File: config.mk
export PLATFORM = sky130hd
export DESIGN_NAME = cmd_fifo_flat
export DESIGN_NICKNAME = d
export VERILOG_FILES = /design/src/rtl/cmd_fifo_if.sv /design/src/rtl/cmd_fifo.sv /design/src/flat_wrapper.sv
export SDC_FILE = /design/constraint.sdc
export NUM_CORES = 1
export LEC_CHECK = 0
export ABC_AREA = 1
export BUFFER_PORTS_ARGS = -buffer_cell sky130_fd_sc_hd__buf_2
export CORE_MARGIN = 4
export CORE_UTILIZATION = 30
export CTS_BUF_LIST = sky130_fd_sc_hd__clkbuf_16
export DETAILED_ROUTE_END_ITERATION = 10
export GPL_TIMING_DRIVEN = 0
export PLACE_DENSITY = 0.42
export RECOVER_POWER = 25
export SLEW_MARGIN = 20
export SYNTH_ARGS = -nofsm -noshare
export SYNTH_HDL_FRONTEND = slang
export SYNTH_SLANG_ARGS = --single-unit
File: constraint.sdc
create_clock -name clk -period 2.7 [get_ports clk]
set_input_delay 0.405 -clock clk [delete_from_list [all_inputs] [get_ports clk]]
set_output_delay 0.405 -clock clk [all_outputs]
set_load 0.1 [all_outputs]
File: src/rtl/cmd_fifo_if.sv
// Command FIFO bundle: dispatcher write side, UART transmitter pop side and status.
// The FIFO takes the slave modport; whoever drives and observes it takes master.
interface cmd_fifo_if #(
  parameter int DATA_W = 8,
  parameter int DEPTH  = 16
);
  localparam int CNT_W = $clog2(DEPTH) + 1;

  logic              wr_en;
  logic [DATA_W-1:0] wr_data;
  logic              full;
  logic              cmd_fifo_rd_en;
  logic [DATA_W-1:0] cmd_fifo_rd_data;
  logic              cmd_fifo_valid;
  logic [CNT_W-1:0]  count;
  logic              overflow;
  logic              underflow;

  modport slave (
    input  wr_en, wr_data, cmd_fifo_rd_en,
    output full, cmd_fifo_rd_data, cmd_fifo_valid, count, overflow, underflow
  );

  modport master (
    output wr_en, wr_data, cmd_fifo_rd_en,
    input  full, cmd_fifo_rd_data, cmd_fifo_valid, count, overflow, underflow
  );
endinterface

File: src/rtl/cmd_fifo.sv
// First-word-fall-through command FIFO between the command dispatcher and the UART
// transmitter, with sticky overflow/underflow flags.
module cmd_fifo #(
  parameter int DATA_W = 8,
  parameter int DEPTH  = 16
) (
  input  logic     clk,
  input  logic     rst,
  cmd_fifo_if.slave bus
);
  localparam int PTR_W = $clog2(DEPTH);
  localparam int CNT_W = PTR_W + 1;

  logic [DATA_W-1:0] mem_q [DEPTH];
  logic [PTR_W-1:0]  wr_ptr_q, wr_ptr_d;
  logic [PTR_W-1:0]  rd_ptr_q, rd_ptr_d;
  logic [CNT_W-1:0]  count_q, count_d;
  logic              overflow_q, overflow_d;
  logic              underflow_q, underflow_d;
  logic              valid, full, pop_acc, wr_acc;

  // Status flags come straight off the count register so they always agree with it.
  assign valid   = (count_q != '0);
  assign full    = (count_q == CNT_W'(DEPTH));
  // A pop frees a slot in the same cycle, so a full FIFO can still accept a write.
  assign pop_acc = bus.cmd_fifo_rd_en && valid;
  assign wr_acc  = bus.wr_en && (!full || pop_acc);

  always_comb begin
    wr_ptr_d    = wr_ptr_q;
    rd_ptr_d    = rd_ptr_q;
    count_d     = count_q;
    overflow_d  = overflow_q  | (bus.wr_en && !wr_acc);
    underflow_d = underflow_q | (bus.cmd_fifo_rd_en && !valid);
    if (wr_acc)  wr_ptr_d = wr_ptr_q + PTR_W'(1);
    if (pop_acc) rd_ptr_d = rd_ptr_q + PTR_W'(1);
    if (wr_acc && !pop_acc)      count_d = count_q + CNT_W'(1);
    else if (pop_acc && !wr_acc) count_d = count_q - CNT_W'(1);
  end

  always_ff @(posedge clk) begin
    if (!rst) begin
      wr_ptr_q    <= '0;
      rd_ptr_q    <= '0;
      count_q     <= '0;
      overflow_q  <= 1'b0;
      underflow_q <= 1'b0;
    end else begin
      wr_ptr_q    <= wr_ptr_d;
      rd_ptr_q    <= rd_ptr_d;
      count_q     <= count_d;
      overflow_q  <= overflow_d;
      underflow_q <= underflow_d;
    end
  end

  // Storage is not cleared by reset; the pointers alone define what is live.
  always_ff @(posedge clk) begin
    if (rst && wr_acc) mem_q[wr_ptr_q] <= bus.wr_data;
  end

  // Asynchronous read of the head entry gives the fall-through behaviour.
  assign bus.cmd_fifo_rd_data = mem_q[rd_ptr_q];
  assign bus.cmd_fifo_valid   = valid;
  assign bus.full             = full;
  assign bus.count            = count_q;
  assign bus.overflow         = overflow_q;
  assign bus.underflow        = underflow_q;
endmodule

File: src/flat_wrapper.sv
// flat-port wrapper written by rule: the top's interface ports become plain ports
module cmd_fifo_flat 
#(
  parameter int DATA_W = 8,
  parameter int DEPTH  = 16
)
  (clk, rst, bus_wr_en, bus_wr_data, bus_cmd_fifo_rd_en, bus_full, bus_cmd_fifo_rd_data, bus_cmd_fifo_valid, bus_count, bus_overflow, bus_underflow);
  cmd_fifo_if #(.DATA_W(DATA_W), .DEPTH(DEPTH)) bus_i ();
  input  logic clk;
  input  logic rst;
  input wire logic [$bits(bus_i.wr_en)-1:0] bus_wr_en;
  input wire logic [$bits(bus_i.wr_data)-1:0] bus_wr_data;
  input wire logic [$bits(bus_i.cmd_fifo_rd_en)-1:0] bus_cmd_fifo_rd_en;
  output wire logic [$bits(bus_i.full)-1:0] bus_full;
  output wire logic [$bits(bus_i.cmd_fifo_rd_data)-1:0] bus_cmd_fifo_rd_data;
  output wire logic [$bits(bus_i.cmd_fifo_valid)-1:0] bus_cmd_fifo_valid;
  output wire logic [$bits(bus_i.count)-1:0] bus_count;
  output wire logic [$bits(bus_i.overflow)-1:0] bus_overflow;
  output wire logic [$bits(bus_i.underflow)-1:0] bus_underflow;
  assign bus_i.wr_en = bus_wr_en;
  assign bus_i.wr_data = bus_wr_data;
  assign bus_i.cmd_fifo_rd_en = bus_cmd_fifo_rd_en;
  assign bus_full = bus_i.full;
  assign bus_cmd_fifo_rd_data = bus_i.cmd_fifo_rd_data;
  assign bus_cmd_fifo_valid = bus_i.cmd_fifo_valid;
  assign bus_count = bus_i.count;
  assign bus_overflow = bus_i.overflow;
  assign bus_underflow = bus_i.underflow;
  cmd_fifo #(.DATA_W(DATA_W), .DEPTH(DEPTH)) u_core (.clk(clk), .rst(rst), .bus(bus_i));
endmodule
==> flow_metrics.py <==
metrics = {
    "run_status": {
        "status": "finished clean",
    },
    "synthesis": {
        "synth_area_leaders": "edfxtp_1 60%, nand2_1 9.8%, dfxtp_1 6.0%",
        "synth_warnings": 0,
        "netlist_instances": 596,
        "yosysMostFrequentCell": "nand2_1",
        "ys_top_cells_by_count": "166 x nand2_1, 128 x edfxtp_1, 76 x nor2_1",
        "ys_ff_latch": 147,
        "synth_area_leader_cell": "edfxtp_1",
        "synth_area_um2": 6362,
        "synth.distinct_cells": 28,
        "synth_seq_area_share_pct": 66.39,
        "synth.avg_cell_area_um2": 10.68,
        "synthArstFlopShare_pct": 0,
        "synth_edf_count": 128,
        "synth_nets": 618,
        "synth_top_cell_area_share_pct": 60.41,
        "synth_ff_type": "edfxtp_1",
    },
    "placed_design": {
        "place_area_um2": 6860,
        "place_congestion": 0.8140,
        "place_inst": 899,
        "hpwl_um": 11160,
        "place.port_buffers": 28,
        "pre_cts_ws_ns": 0.3089,
    },
    "clocking": {
        "cts_inserted_buffers": 17,
        "htree_levels": 4,
        "numClockSinks": 147,
        "ctsHoldBuffers": 0,
        "cts.clk_slew.worst_paths_ns": 0.06,
        "cts_buffer_depth": 2,
        "cts_tree": "yes",
        "worstSkewPairLatency_ns": 0.42,
        "cts_root_buf": "clkbuf_16",
    },
    "sta": {
        "slew_viol_final": 0,
        "timing_hold_violations_final": 0,
        "setup_tns_ns": 0,
        "finalCriticalPeriod_ns": 2.572,
        "setup_slack_ns": 0.1284,
        "rsz0062_at_grt": "false",
        "max_freq_ghz": 0.3889,
        "timing.final.crit_share_pct": 95.25,
        "relSlewSlack_pct": 34.84,
        "skew_ns": 0.008060,
        "setup_viol": 0,
        "tightest_slew_ns": 0.9775,
    },
    "floorplan": {
        "initial_core_util_pct": 30.36,
        "ios": 29,
        "rows": 53,
        "fp.coreArea_um2": 20960,
        "die-area_um2": 23600,
        "die_w_um": 153.6,
        "die_h_um": 153.6,
    },
    "pwr": {
        "finalPower_mw": 7.841,
        "peakVddDrop_uv": 826.2,
        "leakagePower_nw": 2.951,
        "power.density_nw_per_um2": 1043,
    },
    "setup_path": {
        "end_kind": "primary output",
        "required_ns": 2.30,
        "arrival_ns": 2.17,
        "crit_path_start_kind": "flop",
        "crit_type": "reg -> out",
        "crit_fanout": 10,
    },
    "route": {
        "wl_um": 16710,
        "ant_nets": 0,
        "drc": 0,
        "dr.pass1.iters": 5,
        "drt_iter0_drc": 236,
        "vias": 4231,
        "post_drt_wl_per_cell_um": 17.94,
        "vias_per_cell": 4.545,
    },
    "cells_and_area": {
        "layout-drive-gt1-share_pct": 15.85,
        "instances_no_fill": 931,
        "antenna-diode-count": 0,
        "areaGrowthSynthToFinish_pct": 18.13,
        "fin_area_um2": 7516,
        "nets": 665,
        "fill_cells": 2150,
    },
    "grt": {
        "grt_max_degree": 17,
        "antenna_found_initial": 0,
        "grt.overflow.total": 0,
        "grt_pass1_vias": 4206,
        "grt_pass1_wl_um": 25340,
        "grtUsageTotal_pct": 14.38,
    },
    "min_path": {
        "hp-class": "in -> reg",
    },
    "job": {
        "max_cap_viol_count": 0,
    },
}
-- flip-flops by register name, summed over array words and instances, names as in the netlist, named ones only --
signal and cells:
u_core.bus.underflow 1, u_core.rd_ptr_q 4, u_core.bus.count 5, u_core.bus.overflow 1
u_core.mem_q 128, u_core.wr_ptr_q 4
-- path summary, 6_finish.rpt --
check / cells after the start / startpoint / slack, ns / endpoint
worst min register to register: 2 / u_core.bus.overflow$_SDFF_PN0_ / 0.48 / u_core.bus.overflow$_SDFF_PN0_
worst min-delay path: 3 / rst / 0.28 / u_core.wr_ptr_q[0]$_SDFFE_PN0N_
worst max-delay path: 8 / flop / 0.13 / bus_cmd_fifo_rd_data[0]
worst max register to register: 13 / u_core.bus.count[3]$_SDFFE_PN0P_ / 0.35 / u_core.bus.count[4]$_SDFFE_PN0P_
-- routing by layer --
layer / GRT usage [%] / up-vias / part of all wire [%]
met4: 5.467 / 0 / 2.0
li1: - / 2094 / -
met5: 0 / - / 0
met1: 19.80 / 2039 / 47
met2: 22.81 / 81 / 48
met3: 2.477 / 17 / 3.0
-- cells by family (layout without fill, tap and decap cells) --
logic type | after synthesis | count (layout) | synth area share (%)
AO/OA/AOI/OAI | 43 | 43 | 4.936
XOR/XNOR | 5 | 5 | 0.6883
adder cells (fa/ha/maj) | 10 | 10 | 2.085
buffers and inverters | 75 | 135 | 5.427
flip-flops | 147 | 147 | 66.39
AND/OR/NAND/NOR | 316 | 316 | 20.47
-- area by class of cell --
| class | count | area [um^2] | share of cell area, % |
|---|---|---|---|
| Timing Repair Buffer | 28 | 152.6 | 2.031 |
| Clock buffer | 17 | 425.4 | 5.660 |
| Tap cell | 275 | 344.1 | 4.578 |
| Clock inverter | 15 | 215.2 | 2.863 |
| Multi-Input combinational cell | 374 | 1800 | 23.96 |
| Buffer | 26 | 163.9 | 2.181 |
| Inverter | 49 | 183.9 | 2.447 |
| Sequential cell | 147 | 4230 | 56.28 |
-- cell usage in the layout (no fill, tap or decap) --
cell type   Yosys  routed
clkbuf_16       0      17
clkbuf_4        0       7
nand3_1        64      64
clkbuf_2        1       3
or2_2           1       1
clkinv_4        0       2
nor2_2          3       3
o21ai_0        19      19
o21ai_1         4       4
a31oi_1         1       1
o211ai_2       13      13
nand3b_1        1       1
fa_1            1       1
clkinv_2        0       1
inv_2           4       4
buf_6           5       5
xnor2_1         1       1
buf_4           3       4
dfxtp_1        19      14
clkbuf_1        6      10
nand4_2         1       1
edfxtp_1      128     128
inv_1          45      46
bufinv_16       0       5
nor2_1         76      76
nand2_1       166     166
clkinvlp_2      0       1
clkinv_1        0       1
clkinvlp_4      0       4
nand3_4         0       1
xor2_1          4       4
nand2_2         2       2
ha_1            9       9
nand4_1         1       1
dfxtp_2         0       5
buf_2          11      25
a21oi_1         6       6
-- metrics by stage --
step,hold slack [ns],utilization (%)
after floorplan,0.4708,-
after global placement,0.4506,32.74
after detailed placement,0.4589,32.74
after CTS,0.2674,35.82
after global routing,0.2873,35.87
final,0.2799,35.87
-- worst max-delay path, cell delays in order (launching register included) --
cell and delay [ns]:
dfxtp_1 0.48, inv_2 0.10, buf_2 0.23, nor2_1 0.12
o21ai_0 0.09, nand3_1 0.12, nand3_1 0.16, nand2_1 0.14
buf_4 0.30
-- power breakdown --
part	internal (mW)	total [mW]	leakage [nW]	switching, mW
registers	2.57	2.66	1.31	0.0961
clock network	1.63	2.55	0.300	0.920
logic	0.645	2.63	1.34	1.98
-- timing repair --
action                     CTS  global route
resized for setup            3             7
setup endpoints to repair    7             7
setup buffers                0             0
Note: power is estimated with default switching activity, not from simulation.
